==> src/rtl/idex_stage.sv <==
`default_nettype none
// ============================================================================
//  Module   : idex_stage
//  Purpose  : ID/EX pipeline register of the 5-stage RV32I core. Captures the
//             decode-stage control and operand data every clock and presents
//             it to execute. Detects load-use hazards and inserts a bubble for
//             them, inserts a bubble on a taken-branch flush, and freezes
//             completely while the memory stage holds the pipeline.
//  Revision : 1.0 - initial release
// ----------------------------------------------------------------------------
//  Ports
//    clk_i            rising-edge clock
//    rst_i            synchronous, active-high reset
//    hold_i           global freeze (memory stall), highest non-reset priority
//    flush_i          taken branch/jump resolved in EX, kills the entering op
//    valid_d_i        decode slot holds a real instruction
//    *_d_i            decode control, data and register indices
//    *_e_o            registered copies of every *_d_i (control masked when
//                     valid_e_o is low)
//    lduse_stall_o    combinational load-use stall, freezes PC and IF/ID
//    bubble_cnt_o     saturating count of inserted bubbles
//  Configuration
//    IDEX_PERF_EN     when defined, bubble_cnt_o counts bubbles; otherwise it
//                     is tied to zero and no counter register exists.
// ============================================================================
module idex_stage #(
  parameter int XLEN = 32
) (
  input  logic            clk_i,
  input  logic            rst_i,
  input  logic            hold_i,
  input  logic            flush_i,
  input  logic            valid_d_i,
  input  logic            regwrite_d_i,
  input  logic            memwrite_d_i,
  input  logic            jump_d_i,
  input  logic            branch_d_i,
  input  logic            alusrc_d_i,
  input  logic [1:0]      resultsrc_d_i,
  input  logic [2:0]      alucontrol_d_i,
  input  logic [XLEN-1:0] rd1_d_i,
  input  logic [XLEN-1:0] rd2_d_i,
  input  logic [XLEN-1:0] pc_d_i,
  input  logic [XLEN-1:0] immext_d_i,
  input  logic [XLEN-1:0] pcplus4_d_i,
  input  logic [4:0]      rs1_d_i,
  input  logic [4:0]      rs2_d_i,
  input  logic [4:0]      rd_d_i,
  output logic            valid_e_o,
  output logic            regwrite_e_o,
  output logic            memwrite_e_o,
  output logic            jump_e_o,
  output logic            branch_e_o,
  output logic            alusrc_e_o,
  output logic [1:0]      resultsrc_e_o,
  output logic [2:0]      alucontrol_e_o,
  output logic [XLEN-1:0] rd1_e_o,
  output logic [XLEN-1:0] rd2_e_o,
  output logic [XLEN-1:0] pc_e_o,
  output logic [XLEN-1:0] immext_e_o,
  output logic [XLEN-1:0] pcplus4_e_o,
  output logic [4:0]      rs1_e_o,
  output logic [4:0]      rs2_e_o,
  output logic [4:0]      rd_e_o,
  output logic            lduse_stall_o,
  output logic [31:0]     bubble_cnt_o
);

  localparam logic [1:0] C_RESULT_LOAD = 2'b01;

  logic            r_valid;
  logic            r_regwrite;
  logic            r_memwrite;
  logic            r_jump;
  logic            r_branch;
  logic            r_alusrc;
  logic [1:0]      r_resultsrc;
  logic [2:0]      r_alucontrol;
  logic [XLEN-1:0] r_rd1;
  logic [XLEN-1:0] r_rd2;
  logic [XLEN-1:0] r_pc;
  logic [XLEN-1:0] r_immext;
  logic [XLEN-1:0] r_pcplus4;
  logic [4:0]      r_rs1;
  logic [4:0]      r_rs2;
  logic [4:0]      r_rd;

  logic            w_lduse;
  logic            w_bubble;

  // Control captured from an invalid decode slot is kept as-is in the
  // registers; gating with valid here guarantees an invalid slot can never
  // write registers or memory, and keeps the hazard check below honest.
  assign valid_e_o      = r_valid;
  assign regwrite_e_o   = r_valid & r_regwrite;
  assign memwrite_e_o   = r_valid & r_memwrite;
  assign jump_e_o       = r_valid & r_jump;
  assign branch_e_o     = r_valid & r_branch;
  assign alusrc_e_o     = r_valid & r_alusrc;
  assign resultsrc_e_o  = r_valid ? r_resultsrc  : 2'b00;
  assign alucontrol_e_o = r_valid ? r_alucontrol : 3'b000;
  assign rd1_e_o        = r_rd1;
  assign rd2_e_o        = r_rd2;
  assign pc_e_o         = r_pc;
  assign immext_e_o     = r_immext;
  assign pcplus4_e_o    = r_pcplus4;
  assign rs1_e_o        = r_rs1;
  assign rs2_e_o        = r_rs2;
  assign rd_e_o         = r_rd;

  // A load in EX whose destination is a source of the decode instruction.
  // Suppressed under hold (nothing moves anyway) and under flush (the decode
  // instruction is being killed, and the fetch redirect must not be frozen).
  assign w_lduse = valid_e_o
                 & (resultsrc_e_o == C_RESULT_LOAD)
                 & (rd_e_o != 5'd0)
                 & valid_d_i
                 & ((rd_e_o == rs1_d_i) | (rd_e_o == rs2_d_i))
                 & ~hold_i
                 & ~flush_i;

  assign lduse_stall_o = w_lduse;
  assign w_bubble      = flush_i | w_lduse;

  always_ff @(posedge clk_i) begin
    if (rst_i || (!hold_i && w_bubble)) begin
      r_valid      <= 1'b0;
      r_regwrite   <= 1'b0;
      r_memwrite   <= 1'b0;
      r_jump       <= 1'b0;
      r_branch     <= 1'b0;
      r_alusrc     <= 1'b0;
      r_resultsrc  <= 2'b00;
      r_alucontrol <= 3'b000;
      r_rd1        <= '0;
      r_rd2        <= '0;
      r_pc         <= '0;
      r_immext     <= '0;
      r_pcplus4    <= '0;
      r_rs1        <= 5'd0;
      r_rs2        <= 5'd0;
      r_rd         <= 5'd0;
    end else if (!hold_i) begin
      r_valid      <= valid_d_i;
      r_regwrite   <= regwrite_d_i;
      r_memwrite   <= memwrite_d_i;
      r_jump       <= jump_d_i;
      r_branch     <= branch_d_i;
      r_alusrc     <= alusrc_d_i;
      r_resultsrc  <= resultsrc_d_i;
      r_alucontrol <= alucontrol_d_i;
      r_rd1        <= rd1_d_i;
      r_rd2        <= rd2_d_i;
      r_pc         <= pc_d_i;
      r_immext     <= immext_d_i;
      r_pcplus4    <= pcplus4_d_i;
      r_rs1        <= rs1_d_i;
      r_rs2        <= rs2_d_i;
      r_rd         <= rd_d_i;
    end
  end

`ifdef IDEX_PERF_EN
  logic [31:0] r_bubble_cnt;

  always_ff @(posedge clk_i) begin
    if (rst_i) begin
      r_bubble_cnt <= 32'h0;
    end else if (!hold_i && w_bubble && (r_bubble_cnt != 32'hFFFF_FFFF)) begin
      r_bubble_cnt <= r_bubble_cnt + 32'd1;
    end
  end

  assign bubble_cnt_o = r_bubble_cnt;
`else
  assign bubble_cnt_o = 32'h0;
`endif

endmodule
`default_nettype wire

==> config.mk <==
export PLATFORM = sky130hd
export DESIGN_NAME = idex_stage
export DESIGN_NICKNAME = d
export VERILOG_FILES = /design/src/rtl/idex_stage.sv
export SDC_FILE = /design/constraint.sdc
export NUM_CORES = 1
export LEC_CHECK = 0
export ABC_CLOCK_PERIOD_IN_PS = 2300
export CORE_AREA = 2 2 160 162
export CTS_BUF_LIST = sky130_fd_sc_hd__clkbuf_4 sky130_fd_sc_hd__clkbuf_8
export CTS_CLUSTER_SIZE = 8
export DETAILED_ROUTE_END_ITERATION = 16
export DIE_AREA = 0 0 162 164
export PLACE_DENSITY = 0.67
export SLEW_MARGIN = 25
export SYNTH_ARGS = -nofsm -noshare
export SYNTH_HDL_FRONTEND = slang
export SYNTH_SLANG_ARGS = --single-unit
export TNS_END_PERCENT = 100
==> constraint.sdc <==
create_clock -name clk_i -period 2.3 [get_ports clk_i]
set_input_delay 0.345 -clock clk_i [delete_from_list [all_inputs] [get_ports clk_i]]
set_output_delay 0.345 -clock clk_i [all_outputs]
set_load 0.01 [all_outputs]
==> results.sh <==
export IMPL_hpwl_um=17940
export IMPL_dpl_cell_area_um2=11970
export IMPL_clk_path_buf_depth=2
export IMPL_layout_common_cells="374 x clkdlybuf4s50_1, 188 x nand2_1, 186 x a32oi_1"
export IMPL_outcome="complete, no violations"
export IMPL_setup_viol_count_final=0
export IMPL_wl_met2_um=13130
export IMPL_yosys_warnings=0
export IMPL_post_route_period_util_pct=95.74
export IMPL_port_buffers=376
export IMPL_setup_ws_ps=98.09
export IMPL_r2r_slack_ps=160
export IMPL_die_area_um2=26570
export IMPL_rsz0062_at_grt="false"
export IMPL_dr_pass1_iters=5
export IMPL_met3_wirelength_um=2089
export IMPL_path_class="reg2out"
export IMPL_hold_class="in2reg"
export IMPL_rr_worst_depth=6
export IMPL_crit_path_cell_trace="or4_4 > o211ai_4 > nor3b_2 > clkdlybuf4s15_2"
export IMPL_place_inst=1549
export IMPL_worst_slew_pin_slew_ps=574.1
export IMPL_ys_seq_area_share_pct=46.84
export IMPL_drt_iter0_drc=817
export IMPL_core_area_um2=24820
export IMPL_die_w_um=162
export IMPL_cp_data_required_time_ps=1960
export IMPL_drc=0
export IMPL_period_minus_slack_ps=2202
export IMPL_drive_above_1_share_pct=6.475
export IMPL_critical_path_max_stage_delay_ps=560
export IMPL_io_pin_count=409
export IMPL_grt_antenna_before_repair=0
export IMPL_fillers=2324
export IMPL_slew_viol_final=0
export IMPL_top_layer_used="met4"
export IMPL_fmax_ghz=0.4542
export IMPL_synth_cell_types=20
export IMPL_crit_fanout=5
export IMPL_area_growth_pct=55.81
export IMPL_clockRootBuffer="clkbuf_8"
export IMPL_via_count=8239
export IMPL_cts_max_level=4
export IMPL_ys_ff_latch=186
export IMPL_grt_use_total_pct=19.10
export IMPL_powerDensity_nw_per_um2=592.6
export IMPL_arrival_ps=1860
export IMPL_viasPerCell=5.211
export IMPL_clk_latency_ps=460
export IMPL_postCtsSetupBuffers=0
export IMPL_cts_tree="yes"
export IMPL_cap_violations=0
export IMPL_wl_met1_um=11040
export IMPL_ff_latch_area_um2=3730
export IMPL_whs_ps=382.3
export IMPL_start_util_pct=32.03
export IMPL_fin_skew_ps=21.50
export IMPL_synthCells=911
export IMPL_min_delay_path_depth=3
export IMPL_power_leakage_nw=4.164
export IMPL_avgSynthCellArea_um2=8.727
export IMPL_totalPowerFinal_w=0.007340
export IMPL_cp_slowest_cell="or4_4"
export IMPL_final_common_cell="clkdlybuf4s50_1"
export IMPL_grt_pass1_vias=7550
export IMPL_ant_nets=0
export IMPL_die_y_um=164
export IMPL_gp_congestion=0.7540
export IMPL_cts_sinks=186
export IMPL_overflow=0
export IMPL_rows=58
export IMPL_routed_wl_um=26760
export IMPL_fin_area_um2=12390
export IMPL_post_drt_wl_per_cell_um=16.92
export IMPL_num_nets_final=1428
export IMPL_path_clk_slew_ps=90
export IMPL_max_slew_margin_pct=61.73
export IMPL_grt_max_degree=132
export IMPL_grt_pass1_wl_um=41260
export IMPL_dp_slack_ps=-341.7
export IMPL_hold_viol_final=0
export IMPL_n_antenna_cell=0
export IMPL_synth_area_um2=7950
export IMPL_finalNonFillerCells=1581
export IMPL_multiInputGateArea_um2=3662
export IMPL_end_kind="output pin"
export IMPL_cp_start_kind="flip-flop"
export IMPL_cts_made_buffers=17
export IMPL_peakVddDrop_v=0.0004581
==> through the flow <==
step	util, %	TNS (ps)
floorplan	-	0
global placement	48.22	-20420
detailed placement	48.22	-24600
CTS	49.80	0
global route	49.91	0
finish	49.91	0
==> layer usage <==
metal / track usage [%] / vias to the layer above
met5: 0 / -
met2: 32.30 / 311
met4: 5.350 / 0
li1: - / 4010
met1: 23.40 / 3892
met3: 6.111 / 26
==> cell families (layout without fill, tap and decap cells) <==
group | count (synthesis) | count (layout) | synth area share, %
other | 1 | 32 | 0.04717
AO/OA/AOI/OAI | 374 | 374 | 32.44
buffers and inverters | 135 | 444 | 9.364
XOR/XNOR | 10 | 10 | 1.102
AND/OR/NAND/NOR | 205 | 205 | 10.21
flip-flops | 186 | 186 | 46.84
==> layout make-up <==
type	count	area share (%)
multi-input cells	621	29.57
repair buffers	412	33.88
well taps	330	3.333
clock buffers	19	2.061
clock inverters	13	1.051
flip-flops and latches	186	30.11
==> worst max-delay path: cells and delay by family (launching register included) <==
kind / cells / cell delay, ps
AO/OA/AOI/OAI: 1 / 180
buffers and inverters: 1 / 230
flip-flops: 1 / 390
AND/OR/NAND/NOR: 2 / 620
==> state kept, by name, indices dropped and copies added, names as in the netlist <==
signal and cells:
immext_e_o 32, pc_e_o 32, pcplus4_e_o 32, r_alucontrol 3, r_alusrc 1, r_branch 1
r_jump 1, r_memwrite 1, r_regwrite 1, r_resultsrc 2, rd1_e_o 32, rd2_e_o 32
rd_e_o 5, rs1_e_o 5, rs2_e_o 5, valid_e_o 1
==> where the power goes <==
part | leakage (nW) | switching [W] | internal [W]
clock | 0.198 | 0.00132 | 0.000843
combinational | 2.43 | 0.000680 | 0.000886
sequential | 1.53 | 0.000140 | 0.00347
total | 4.16 | 0.00215 | 0.00519
==> cell usage after synthesis <==
library cell,instances,area share (%)
clkbuf_1,76,3.6
nand3_1,2,0.13
o211ai_2,1,0.16
buf_1,5,0.24
nor3_1,1,0.063
or4_1,1,0.094
and2_1,10,0.79
a32oi_1,186,20
nand2_1,188,8.9
o21ai_0,130,8.2
conb_1,1,0.047
dfxtp_1,186,47
nor3b_1,2,0.19
buf_4,33,3.1
nor2b_1,1,0.079
xnor2_1,10,1.1
buf_6,14,2.0
o22ai_1,1,0.079
buf_2,7,0.44
o21ai_1,56,3.5
==> repair_timing <==
item | in CTS | in global routing
hold endpoints to repair | 0 | 0
resized for setup | 9 | 5
endpoints found under the setup margin | 1 | 1
hold buffers | 0 | 0
==> path summary, 6_finish.rpt <==
| check | startpoint | to |
|---|---|---|
| worst min register to register | rd1_e_o[24] | rd1_e_o[24] |
| worst max register to register | rd_e_o[1] | immext_e_o[6] |
| worst min-delay path | rs1_d_i[3] | rs1_e_o[3] |
| worst max-delay path | rd_e_o[1] | lduse_stall_o |
No activity file was read; power rests on OpenSTA's default activity.
